===== config.mk =====
export PLATFORM = sky130hd
export DESIGN_NAME = v810_exc_seq_flat
export DESIGN_NICKNAME = d
export VERILOG_FILES = /design/src/rtl/v810_exc_seq_if.sv /design/src/rtl/v810_exc_seq.sv /design/src/flat_wrapper.sv
export SDC_FILE = /design/constraint.sdc
export NUM_CORES = 1
export LEC_CHECK = 0
export CAP_MARGIN = 10
export CORE_MARGIN = 4
export CORE_UTILIZATION = 35
export CTS_CLUSTER_DIAMETER = 50
export CTS_CLUSTER_SIZE = 14
export DETAILED_ROUTE_END_ITERATION = 16
export PLACE_DENSITY_LB_ADDON = 0.12
export SLEW_MARGIN = 20
export SYNTH_ARGS = -nofsm -noshare
export SYNTH_HDL_FRONTEND = slang
export SYNTH_SLANG_ARGS = --single-unit

===== constraint.sdc =====
create_clock -name CLK -period 6.4 [get_ports CLK]
set_input_delay 1.92 -clock CLK [delete_from_list [all_inputs] [get_ports CLK]]
set_output_delay 1.92 -clock CLK [all_outputs]
set_load 0.01 [all_outputs]

===== src/rtl/v810_exc_seq_if.sv =====
// Pipeline / system-register side bundle of the V810 exception sequencer.
interface v810_exc_seq_if;
    // requests from the pipeline
    logic        EXC_REQ;
    logic [15:0] EXC_CODE;
    logic        INT_REQ;
    logic [3:0]  INT_LEVEL;
    logic        RETI_REQ;
    logic [31:0] CUR_PC;
    logic [31:0] PSW;
    // system-register block port
    logic [4:0]  SR_RA;
    logic [31:0] SR_RD;
    logic [4:0]  SR_WA;
    logic [31:0] SR_WD;
    logic        SR_WE;
    logic [31:0] PSW_RESET;
    logic [31:0] PSW_SET;
    logic [15:0] ECR_CC;
    logic        ECR_SET_EICC;
    logic        ECR_SET_FECC;
    // status and fetch redirect
    logic        BUSY;
    logic        REDIRECT;
    logic [31:0] REDIRECT_PC;
    logic        FATAL;

    // environment side: pipeline plus system-register block
    modport master (
        output EXC_REQ, EXC_CODE, INT_REQ, INT_LEVEL, RETI_REQ, CUR_PC, PSW, SR_RD,
        input  SR_RA, SR_WA, SR_WD, SR_WE, PSW_RESET, PSW_SET, ECR_CC,
               ECR_SET_EICC, ECR_SET_FECC, BUSY, REDIRECT, REDIRECT_PC, FATAL
    );

    // sequencer side
    modport slave (
        input  EXC_REQ, EXC_CODE, INT_REQ, INT_LEVEL, RETI_REQ, CUR_PC, PSW, SR_RD,
        output SR_RA, SR_WA, SR_WD, SR_WE, PSW_RESET, PSW_SET, ECR_CC,
               ECR_SET_EICC, ECR_SET_FECC, BUSY, REDIRECT, REDIRECT_PC, FATAL
    );
endinterface


===== src/rtl/v810_exc_seq.sv =====
// V810 exception / interrupt / RETI sequencer. Saves PC/PSW into EIPC/EIPSW
// or FEPC/FEPSW, updates PSW and ECR, restores on RETI, then redirects fetch.
module v810_exc_seq (
    input  logic          CLK,
    input  logic          RESn,
    input  logic          CE,
    v810_exc_seq_if.slave bus
);
    localparam logic [4:0] SR_EIPC  = 5'd0;
    localparam logic [4:0] SR_EIPSW = 5'd1;
    localparam logic [4:0] SR_FEPC  = 5'd2;
    localparam logic [4:0] SR_FEPSW = 5'd3;
    localparam logic [4:0] SR_PSW   = 5'd5;

    localparam int B_ID = 12;
    localparam int B_AE = 13;
    localparam int B_EP = 14;
    localparam int B_NP = 15;

    typedef enum logic [2:0] {
        IDLE, SAVE_PC, SAVE_PSW, RET_PC, RET_PSW, REDIR, HALT
    } state_t;

    // everything captured at acceptance; outputs decode only from this
    typedef struct packed {
        logic [31:0] pc;
        logic [31:0] psw;
        logic [15:0] code;
        logic [3:0]  lvl;
        logic        is_int;
        logic        dup;
        logic        reti;
    } ctx_t;

    state_t      state, state_nx;
    ctx_t        ctx, ctx_nx;
    logic [31:0] ret_pc;
    logic        int_ok;
    logic [3:0]  lvl_inc;

    // maskable interrupt passes NP/EP/ID and the level threshold
    assign int_ok = bus.INT_REQ && !bus.PSW[B_NP] && !bus.PSW[B_EP] && !bus.PSW[B_ID]
                    && (bus.INT_LEVEL >= bus.PSW[19:16]);

    // new interrupt mask level, saturating at 15
    assign lvl_inc = (ctx.lvl == 4'hF) ? 4'hF : ctx.lvl + 4'd1;

    // request arbitration in IDLE and fixed one-cycle-per-state sequencing
    always_comb begin
        state_nx = state;
        ctx_nx   = ctx;
        case (state)
            IDLE: begin
                if (bus.EXC_REQ) begin
                    ctx_nx.pc     = bus.CUR_PC;
                    ctx_nx.psw    = bus.PSW;
                    ctx_nx.code   = bus.EXC_CODE;
                    ctx_nx.lvl    = 4'd0;
                    ctx_nx.is_int = 1'b0;
                    ctx_nx.dup    = bus.PSW[B_EP];
                    ctx_nx.reti   = 1'b0;
                    state_nx      = bus.PSW[B_NP] ? HALT : SAVE_PC;
                end else if (bus.RETI_REQ) begin
                    ctx_nx.pc     = bus.CUR_PC;
                    ctx_nx.psw    = bus.PSW;
                    ctx_nx.code   = 16'd0;
                    ctx_nx.lvl    = 4'd0;
                    ctx_nx.is_int = 1'b0;
                    ctx_nx.dup    = 1'b0;
                    ctx_nx.reti   = 1'b1;
                    state_nx      = RET_PC;
                end else if (int_ok) begin
                    ctx_nx.pc     = bus.CUR_PC;
                    ctx_nx.psw    = bus.PSW;
                    ctx_nx.code   = {8'hFE, bus.INT_LEVEL, 4'h0};
                    ctx_nx.lvl    = bus.INT_LEVEL;
                    ctx_nx.is_int = 1'b1;
                    ctx_nx.dup    = 1'b0;
                    ctx_nx.reti   = 1'b0;
                    state_nx      = SAVE_PC;
                end
            end
            SAVE_PC:  state_nx = SAVE_PSW;
            SAVE_PSW: state_nx = REDIR;
            RET_PC:   state_nx = RET_PSW;
            RET_PSW:  state_nx = REDIR;
            REDIR:    state_nx = IDLE;
            HALT:     state_nx = HALT;
            default:  state_nx = IDLE;
        endcase
    end

    // state and context advance only on enabled edges
    always_ff @(posedge CLK or negedge RESn) begin
        if (!RESn) begin
            state <= IDLE;
            ctx   <= '0;
        end else if (CE) begin
            state <= state_nx;
            ctx   <= ctx_nx;
        end
    end

    // return PC from the EIPC/FEPC read, forced halfword aligned
    always_ff @(posedge CLK or negedge RESn) begin
        if (!RESn)
            ret_pc <= '0;
        else if (CE && state == RET_PC)
            ret_pc <= {bus.SR_RD[31:1], 1'b0};
    end

    // restore read select; kept apart so SR_RD -> SR_WD is not a comb loop
    always_comb begin
        bus.SR_RA = 5'd0;
        if (state == RET_PC)
            bus.SR_RA = ctx.psw[B_NP] ? SR_FEPC : SR_EIPC;
        else if (state == RET_PSW)
            bus.SR_RA = ctx.psw[B_NP] ? SR_FEPSW : SR_EIPSW;
    end

    // write port, PSW masks, ECR strobes and redirect decoded per state
    always_comb begin
        bus.SR_WA        = 5'd0;
        bus.SR_WD        = 32'd0;
        bus.SR_WE        = 1'b0;
        bus.PSW_RESET    = 32'd0;
        bus.PSW_SET      = 32'd0;
        bus.ECR_CC       = 16'd0;
        bus.ECR_SET_EICC = 1'b0;
        bus.ECR_SET_FECC = 1'b0;
        bus.BUSY         = (state != IDLE);
        bus.REDIRECT     = 1'b0;
        bus.REDIRECT_PC  = 32'd0;
        bus.FATAL        = 1'b0;
        case (state)
            SAVE_PC: begin
                bus.SR_WE = 1'b1;
                bus.SR_WA = ctx.dup ? SR_FEPC : SR_EIPC;
                bus.SR_WD = ctx.pc;
            end
            SAVE_PSW: begin
                bus.SR_WE            = 1'b1;
                bus.SR_WA            = ctx.dup ? SR_FEPSW : SR_EIPSW;
                bus.SR_WD            = ctx.psw;
                bus.ECR_CC           = ctx.code;
                bus.ECR_SET_EICC     = !ctx.dup;
                bus.ECR_SET_FECC     = ctx.dup;
                bus.PSW_SET[B_ID]    = 1'b1;
                bus.PSW_SET[B_EP]    = !ctx.dup;
                bus.PSW_SET[B_NP]    = ctx.dup;
                bus.PSW_RESET[B_AE]  = 1'b1;
                if (ctx.is_int) begin
                    bus.PSW_RESET[19:16] = 4'hF;
                    bus.PSW_SET[19:16]   = lvl_inc;
                end
            end
            RET_PSW: begin
                bus.SR_WE = 1'b1;
                bus.SR_WA = SR_PSW;
                bus.SR_WD = bus.SR_RD;
            end
            REDIR: begin
                bus.REDIRECT = 1'b1;
                if (ctx.reti)
                    bus.REDIRECT_PC = ret_pc;
                else if (ctx.dup)
                    bus.REDIRECT_PC = 32'hFFFF_FFD0;
                else
                    bus.REDIRECT_PC = {16'hFFFF, ctx.code};
            end
            HALT: bus.FATAL = 1'b1;
            default: ;
        endcase
    end
endmodule


===== src/flat_wrapper.sv =====
// flat-port wrapper written by rule: the top's interface ports become plain ports
module v810_exc_seq_flat 
  (CLK, RESn, CE, bus_EXC_REQ, bus_EXC_CODE, bus_INT_REQ, bus_INT_LEVEL, bus_RETI_REQ, bus_CUR_PC, bus_PSW, bus_SR_RD, bus_SR_RA, bus_SR_WA, bus_SR_WD, bus_SR_WE, bus_PSW_RESET, bus_PSW_SET, bus_ECR_CC, bus_ECR_SET_EICC, bus_ECR_SET_FECC, bus_BUSY, bus_REDIRECT, bus_REDIRECT_PC, bus_FATAL);
  v810_exc_seq_if bus_i ();
  input  logic CLK;
  input  logic RESn;
  input  logic CE;
  input wire logic [$bits(bus_i.EXC_REQ)-1:0] bus_EXC_REQ;
  input wire logic [$bits(bus_i.EXC_CODE)-1:0] bus_EXC_CODE;
  input wire logic [$bits(bus_i.INT_REQ)-1:0] bus_INT_REQ;
  input wire logic [$bits(bus_i.INT_LEVEL)-1:0] bus_INT_LEVEL;
  input wire logic [$bits(bus_i.RETI_REQ)-1:0] bus_RETI_REQ;
  input wire logic [$bits(bus_i.CUR_PC)-1:0] bus_CUR_PC;
  input wire logic [$bits(bus_i.PSW)-1:0] bus_PSW;
  input wire logic [$bits(bus_i.SR_RD)-1:0] bus_SR_RD;
  output wire logic [$bits(bus_i.SR_RA)-1:0] bus_SR_RA;
  output wire logic [$bits(bus_i.SR_WA)-1:0] bus_SR_WA;
  output wire logic [$bits(bus_i.SR_WD)-1:0] bus_SR_WD;
  output wire logic [$bits(bus_i.SR_WE)-1:0] bus_SR_WE;
  output wire logic [$bits(bus_i.PSW_RESET)-1:0] bus_PSW_RESET;
  output wire logic [$bits(bus_i.PSW_SET)-1:0] bus_PSW_SET;
  output wire logic [$bits(bus_i.ECR_CC)-1:0] bus_ECR_CC;
  output wire logic [$bits(bus_i.ECR_SET_EICC)-1:0] bus_ECR_SET_EICC;
  output wire logic [$bits(bus_i.ECR_SET_FECC)-1:0] bus_ECR_SET_FECC;
  output wire logic [$bits(bus_i.BUSY)-1:0] bus_BUSY;
  output wire logic [$bits(bus_i.REDIRECT)-1:0] bus_REDIRECT;
  output wire logic [$bits(bus_i.REDIRECT_PC)-1:0] bus_REDIRECT_PC;
  output wire logic [$bits(bus_i.FATAL)-1:0] bus_FATAL;
  assign bus_i.EXC_REQ = bus_EXC_REQ;
  assign bus_i.EXC_CODE = bus_EXC_CODE;
  assign bus_i.INT_REQ = bus_INT_REQ;
  assign bus_i.INT_LEVEL = bus_INT_LEVEL;
  assign bus_i.RETI_REQ = bus_RETI_REQ;
  assign bus_i.CUR_PC = bus_CUR_PC;
  assign bus_i.PSW = bus_PSW;
  assign bus_i.SR_RD = bus_SR_RD;
  assign bus_SR_RA = bus_i.SR_RA;
  assign bus_SR_WA = bus_i.SR_WA;
  assign bus_SR_WD = bus_i.SR_WD;
  assign bus_SR_WE = bus_i.SR_WE;
  assign bus_PSW_RESET = bus_i.PSW_RESET;
  assign bus_PSW_SET = bus_i.PSW_SET;
  assign bus_ECR_CC = bus_i.ECR_CC;
  assign bus_ECR_SET_EICC = bus_i.ECR_SET_EICC;
  assign bus_ECR_SET_FECC = bus_i.ECR_SET_FECC;
  assign bus_BUSY = bus_i.BUSY;
  assign bus_REDIRECT = bus_i.REDIRECT;
  assign bus_REDIRECT_PC = bus_i.REDIRECT_PC;
  assign bus_FATAL = bus_i.FATAL;
  v810_exc_seq u_core (.CLK(CLK), .RESn(RESn), .CE(CE), .bus(bus_i));
endmodule

Yosys cells after proc, flatten, opt, wreduce, memory -nomap -nowiden

Cells that the tools add are included.

Flip-flop bits (word level): 121
Input port bits: 122
Output and inout bits: 160
Logic and storage cells: 66

$add $sub $neg: 1
Magnitude comparators: 1
Equal/unequal tests: 8
Muxes and demuxes: 31
Reductions and logical operators: 16

Operators with widths:

| operator            | number |
|---|---|
| $mux 87             | 3 |
| $pmux 32 s3         | 1 |
| $mux 32             | 2 |
| $mux 16             | 2 |
| $mux 4              | 4 |
| $pmux 3 s5          | 1 |
| $pmux 5 s3          | 1 |
| $mux 3              | 4 |
| $mux 5              | 2 |
| $eq 3x3->1 const B  | 3 |
| $mux 2              | 4 |
| $eq 3x2->1 const B  | 2 |
| $mux 1              | 6 |
| $mux 6              | 1 |
| $reduce_bool 3->1   | 2 |
| $logic_and 1x1->1   | 5 |
| $add 4x1->4 const B | 1 |
| $eq 4x4->1 const B  | 1 |
| $ge 4x4->1          | 1 |
| $logic_not 1->1     | 4 |
| $ne 4x3->1 const B  | 1 |
| $eq 3x1->1 const B  | 1 |
| $logic_not 3->1     | 1 |
| $reduce_and 3->1    | 1 |
| other kinds (3)     | 3 |

Longest topological paths before layout

Depth in word-level cells: 9
Mapped depth: 8
Depth with buffers taken out: 6

Worst setup path after synthesis

Ideal clock, no wire load.

Path type: input to output
Start: in bus_SR_RD[0]
End: out bus_SR_WD[0]
Arrival: 2.275 ns
Required time: 4.480 ns
Path slack: 2.205 ns
Stages on the path: 2
Buffers on the path: 0
Path through: a22oi_1 -> o21ai_0

Longest elaborated chain between the ends: 1

RTL lines:

| element     | line                | RTL |
|---|---|---|
| from (decl) | flat_wrapper.sv:15  | `input wire logic [$bits(bus_i.SR_RD)-1:0] bus_SR_RD;` |
| $pmux 32 s3 | v810_exc_seq.sv:135 | `case (state)` |
| to (decl)   | flat_wrapper.sv:18  | `output wire logic [$bits(bus_i.SR_WD)-1:0] bus_SR_WD;` |

No other way between the ends.

Worst setup path in the final report

Start: in bus_SR_RD[10]
End: out bus_SR_WD[10]

Same word-level chain as after synthesis.

==> impl_metrics.env <==
export IMPL_cts_resized=0
export IMPL_p_clk_frac=0.241
export IMPL_die_x_um=144.5
export IMPL_antenna_found_initial=0
export IMPL_cts_tree="built"
export IMPL_period_share=0.8437
export IMPL_routed_wl_mm=20.73
export IMPL_grt_overflow_total=0
export IMPL_whs_path_depth=1
export IMPL_drt_iter0_drc=297
export IMPL_drv_slew=0
export IMPL_dieArea_um2=20890
export IMPL_syn_area_per_cell_um2=10.75
export IMPL_synth_edff_count=0
export IMPL_met1_length_mm=8.973
export IMPL_max_cap_violations=0
export IMPL_p_seq_frac=0.328
export IMPL_period_needed_ns=5.400
export IMPL_rsz0062_at_grt="no"
export IMPL_antenna_cells=0
export IMPL_clock_path_buffers=2
export IMPL_worst_slew_pin_slew_ns=1.075
export IMPL_wl_met2_mm=9.845
export IMPL_start_util=0.3596
export IMPL_cts_root_buf="clkbuf_16"
export IMPL_io_pins=282
export IMPL_dr_pass1_iters=4
export IMPL_yosysWarnings=0
export IMPL_ir_drop_uv=221.8
export IMPL_regToRegStartpoint="u_core.state[2]"
export IMPL_switchingPower_mw=1.457
export IMPL_hold_viol=0
export IMPL_holdPathEnd="u_core.ctx[75]"
export IMPL_ys_types=45
export IMPL_total_leakage_power_nw=3.979
export IMPL_setup_tns_final_ns=0
export IMPL_layout_drive_gt1_share=0.1766
export IMPL_path_max_fanout=2
export IMPL_dpl_cell_area_um2=8657
export IMPL_fin_area_um2=9291
export IMPL_nets=936
export IMPL_endpoint_kind="output port"
export IMPL_hold_start="u_core.ctx[75]"
export IMPL_gp_congestion=0.8419
export IMPL_syn_area_um2=6525
export IMPL_post_dp_hpwl_mm=14.72
export IMPL_ys_async_sr_fraction=1.000
export IMPL_fin_skew_ns=0.004846
export IMPL_critPathArrivalTime_ns=3.48
export IMPL_synth_seq_area_share=0.4640
export IMPL_rows=49
export IMPL_r2r_end="u_core.ctx[26]"
export IMPL_core_area_um2=18150
export IMPL_hold_path_class="reg -> reg"
export IMPL_cts_sinks=121
export IMPL_rr_worst_depth=5
export IMPL_drt_vias_per_instance=5.010
export IMPL_sw_frac_of_total=0.3384
export IMPL_insertion_delay_ns=0.41
export IMPL_ant_nets=0
export IMPL_critPathKind="in -> out"
export IMPL_start_kind="input port"
export IMPL_met3_length_mm=1.642
export IMPL_ys_ff_latch=121
export IMPL_die_h_um=144.5
export IMPL_clkTransAtPathRegs_ns=0.05
export IMPL_setup_violations=0
export IMPL_grtUsageTotal=0.1964
export IMPL_numCtsBuffers=17
export IMPL_grt_pass1_wl_mm=31.06
export IMPL_vias=5261
export IMPL_area_growth_pct=42.40
export IMPL_ys_flop_type="dfrtp_1"
export IMPL_portBuffers=224
export IMPL_detail_route_wl_per_cell_um=19.74
export IMPL_grt_pass1_vias=5411
export IMPL_post_cts_buffers=0
export IMPL_comb_power_share=0.432
export IMPL_fmax_mhz=185.2
export IMPL_drc=0
export IMPL_top_layer="met4"
export IMPL_syn_inst=607
export IMPL_slew_headroom=0.2815
export IMPL_rrSetupSlack_ns=3.54
export IMPL_p_int_mw=2.849
export IMPL_powerDensity_nw_per_um2=463.5
export IMPL_status="complete, no violations"
export IMPL_grt_start_max_net_pins=72
export IMPL_hold_buffers=0
export IMPL_htreeDepth=4
export IMPL_critPathRequiredTime_ns=4.48
export IMPL_nFillCells=1629
-- critical path, cell delays in order --
cell	delay, ns
clkdlybuf4s50_1	0.53
a22oi_1	0.11
o21ai_0	0.32
clkdlybuf4s50_1	0.60
-- metrics by stage --
| step | hold WS [ns] | power (mW) | setup slack [ns] | instances | utilization |
|---|---|---|---|---|---|
| after floorplan | 0.4547 | 2.430 | 2.205 | 663 | - |
| after global placement | 0.4724 | 3.243 | 1.020 | 1019 | 0.4770 |
| after detailed placement | 0.4835 | 3.282 | 0.9692 | 1019 | 0.4770 |
| after CTS | 0.4954 | 4.342 | 0.9705 | 1050 | 0.5120 |
| after global routing | 0.5078 | 4.564 | 0.9529 | 1050 | 0.5120 |
| final | 0.4941 | 4.307 | 1.000 | 1050 | 0.5120 |
-- worst max-delay path by stage --
stage / start / end / cells after the start / slack (ns)
2_1_floorplan: bus_SR_RD[0] / bus_SR_WD[0] / 2 / 2.20
6_report: bus_SR_RD[10] / bus_SR_WD[10] / 4 / 1.00
3_5_place_dp: bus_SR_RD[10] / bus_SR_WD[10] / 4 / 0.97
4_1_cts: bus_SR_RD[10] / bus_SR_WD[10] / 4 / 0.97
5_1_grt: bus_SR_RD[17] / bus_SR_WD[17] / 4 / 0.95
3_3_place_gp: bus_SR_RD[10] / bus_SR_WD[10] / 4 / 1.02
-- flip-flops by register name, indices dropped and copies added, names as in the netlist --
register       cells
u_core.state       3
u_core.ret_pc     31
u_core.ctx        87
-- routing by layer --
layer	track usage	vias up
met5	0	-
met4	0.06136	0
met3	0.05423	23
met2	0.3160	238
met1	0.2584	2583
li1	-	2417
-- logic make-up after synthesis --
| family | count (synthesis) | share of synthesized area |
|---|---|---|
| AO/OA/AOI/OAI | 135 | 0.1371 |
| XOR/XNOR | 1 | 0.001343 |
| adder cells (fa/ha/maj) | 5 | 0.009588 |
| buffers and inverters | 117 | 0.1133 |
| flip-flops | 121 | 0.4640 |
| multiplexers | 105 | 0.1814 |
| other | 1 | 0.0005747 |
| AND/OR/NAND/NOR | 122 | 0.09262 |
-- synthesized netlist by cell type, types with 2 or more instances --
library cell,n,share of area
a21oi_1,14,0.011
or3_1,2,0.0019
o21a_1,16,0.018
nand2_1,45,0.026
mux2_2,96,0.17
inv_1,11,0.0063
buf_2,5,0.0038
a22oi_1,36,0.041
nor2b_1,4,0.0038
nor3_1,5,0.0038
nor3b_1,4,0.0046
o21ai_0,36,0.028
buf_4,64,0.074
and3_1,7,0.0067
ha_1,5,0.0096
buf_6,7,0.012
buf_1,4,0.0023
nand2b_1,3,0.0029
and2_1,19,0.018
dfrtp_1,121,0.46
mux2_1,6,0.010
a31oi_1,7,0.0067
a21o_1,10,0.012
clkbuf_1,23,0.013
mux2i_1,2,0.0031
nor2_1,24,0.014
nand3_1,4,0.0031
o22ai_1,10,0.0096
-- cell type report --
| type | count | area, µm² | share of cell area |
|---|---|---|---|
| sequential | 121 | 3029 | 0.3260 |
| multi-input combinational | 425 | 2988 | 0.3216 |
| timing repair buffer | 231 | 2305 | 0.2480 |
| clock buffer | 22 | 464.2 | 0.04996 |
| tap | 229 | 286.5 | 0.03084 |
| clock inverter | 9 | 170.2 | 0.01831 |
| inverter | 13 | 48.80 | 0.005252 |
-- layout by cell type (no fill, tap or decap), types with 2 or more instances in the layout --
| cell type | n |
|---|---|
| inv_1 | 10 |
| and2_1 | 19 |
| bufinv_16 | 5 |
| o21ai_0 | 36 |
| nand3_1 | 3 |
| mux2_2 | 96 |
| clkbuf_16 | 17 |
| o22ai_1 | 10 |
| nor2b_1 | 2 |
| clkbuf_8 | 2 |
| ha_1 | 5 |
| a21o_1 | 10 |
| mux2i_1 | 2 |
| nor2b_4 | 2 |
| a21oi_1 | 14 |
| nor2_1 | 24 |
| clkinv_2 | 4 |
| buf_4 | 7 |
| dfrtp_1 | 120 |
| a22oi_1 | 36 |
| and3_1 | 7 |
| inv_2 | 2 |
| clkdlybuf4s50_1 | 223 |
| nor3_1 | 5 |
| o21a_1 | 16 |
| mux2_1 | 6 |
| clkbuf_1 | 3 |
| nand2_1 | 45 |
| or3_1 | 2 |
| nand2b_1 | 3 |
| nor3b_1 | 4 |
| a31oi_1 | 7 |
| conb_1 | 57 |
-- power by group through the flow --
stage,clock network [mW],logic (mW),registers [mW]
6_report,1.04,1.86,1.41
5_1_grt,1.10,2.01,1.45
4_1_cts,1.06,1.88,1.40
3_5_place_dp,0,1.87,1.41
3_3_place_gp,0,1.85,1.40
2_1_floorplan,0,1.13,1.30
(Power assumes the default switching activity.)
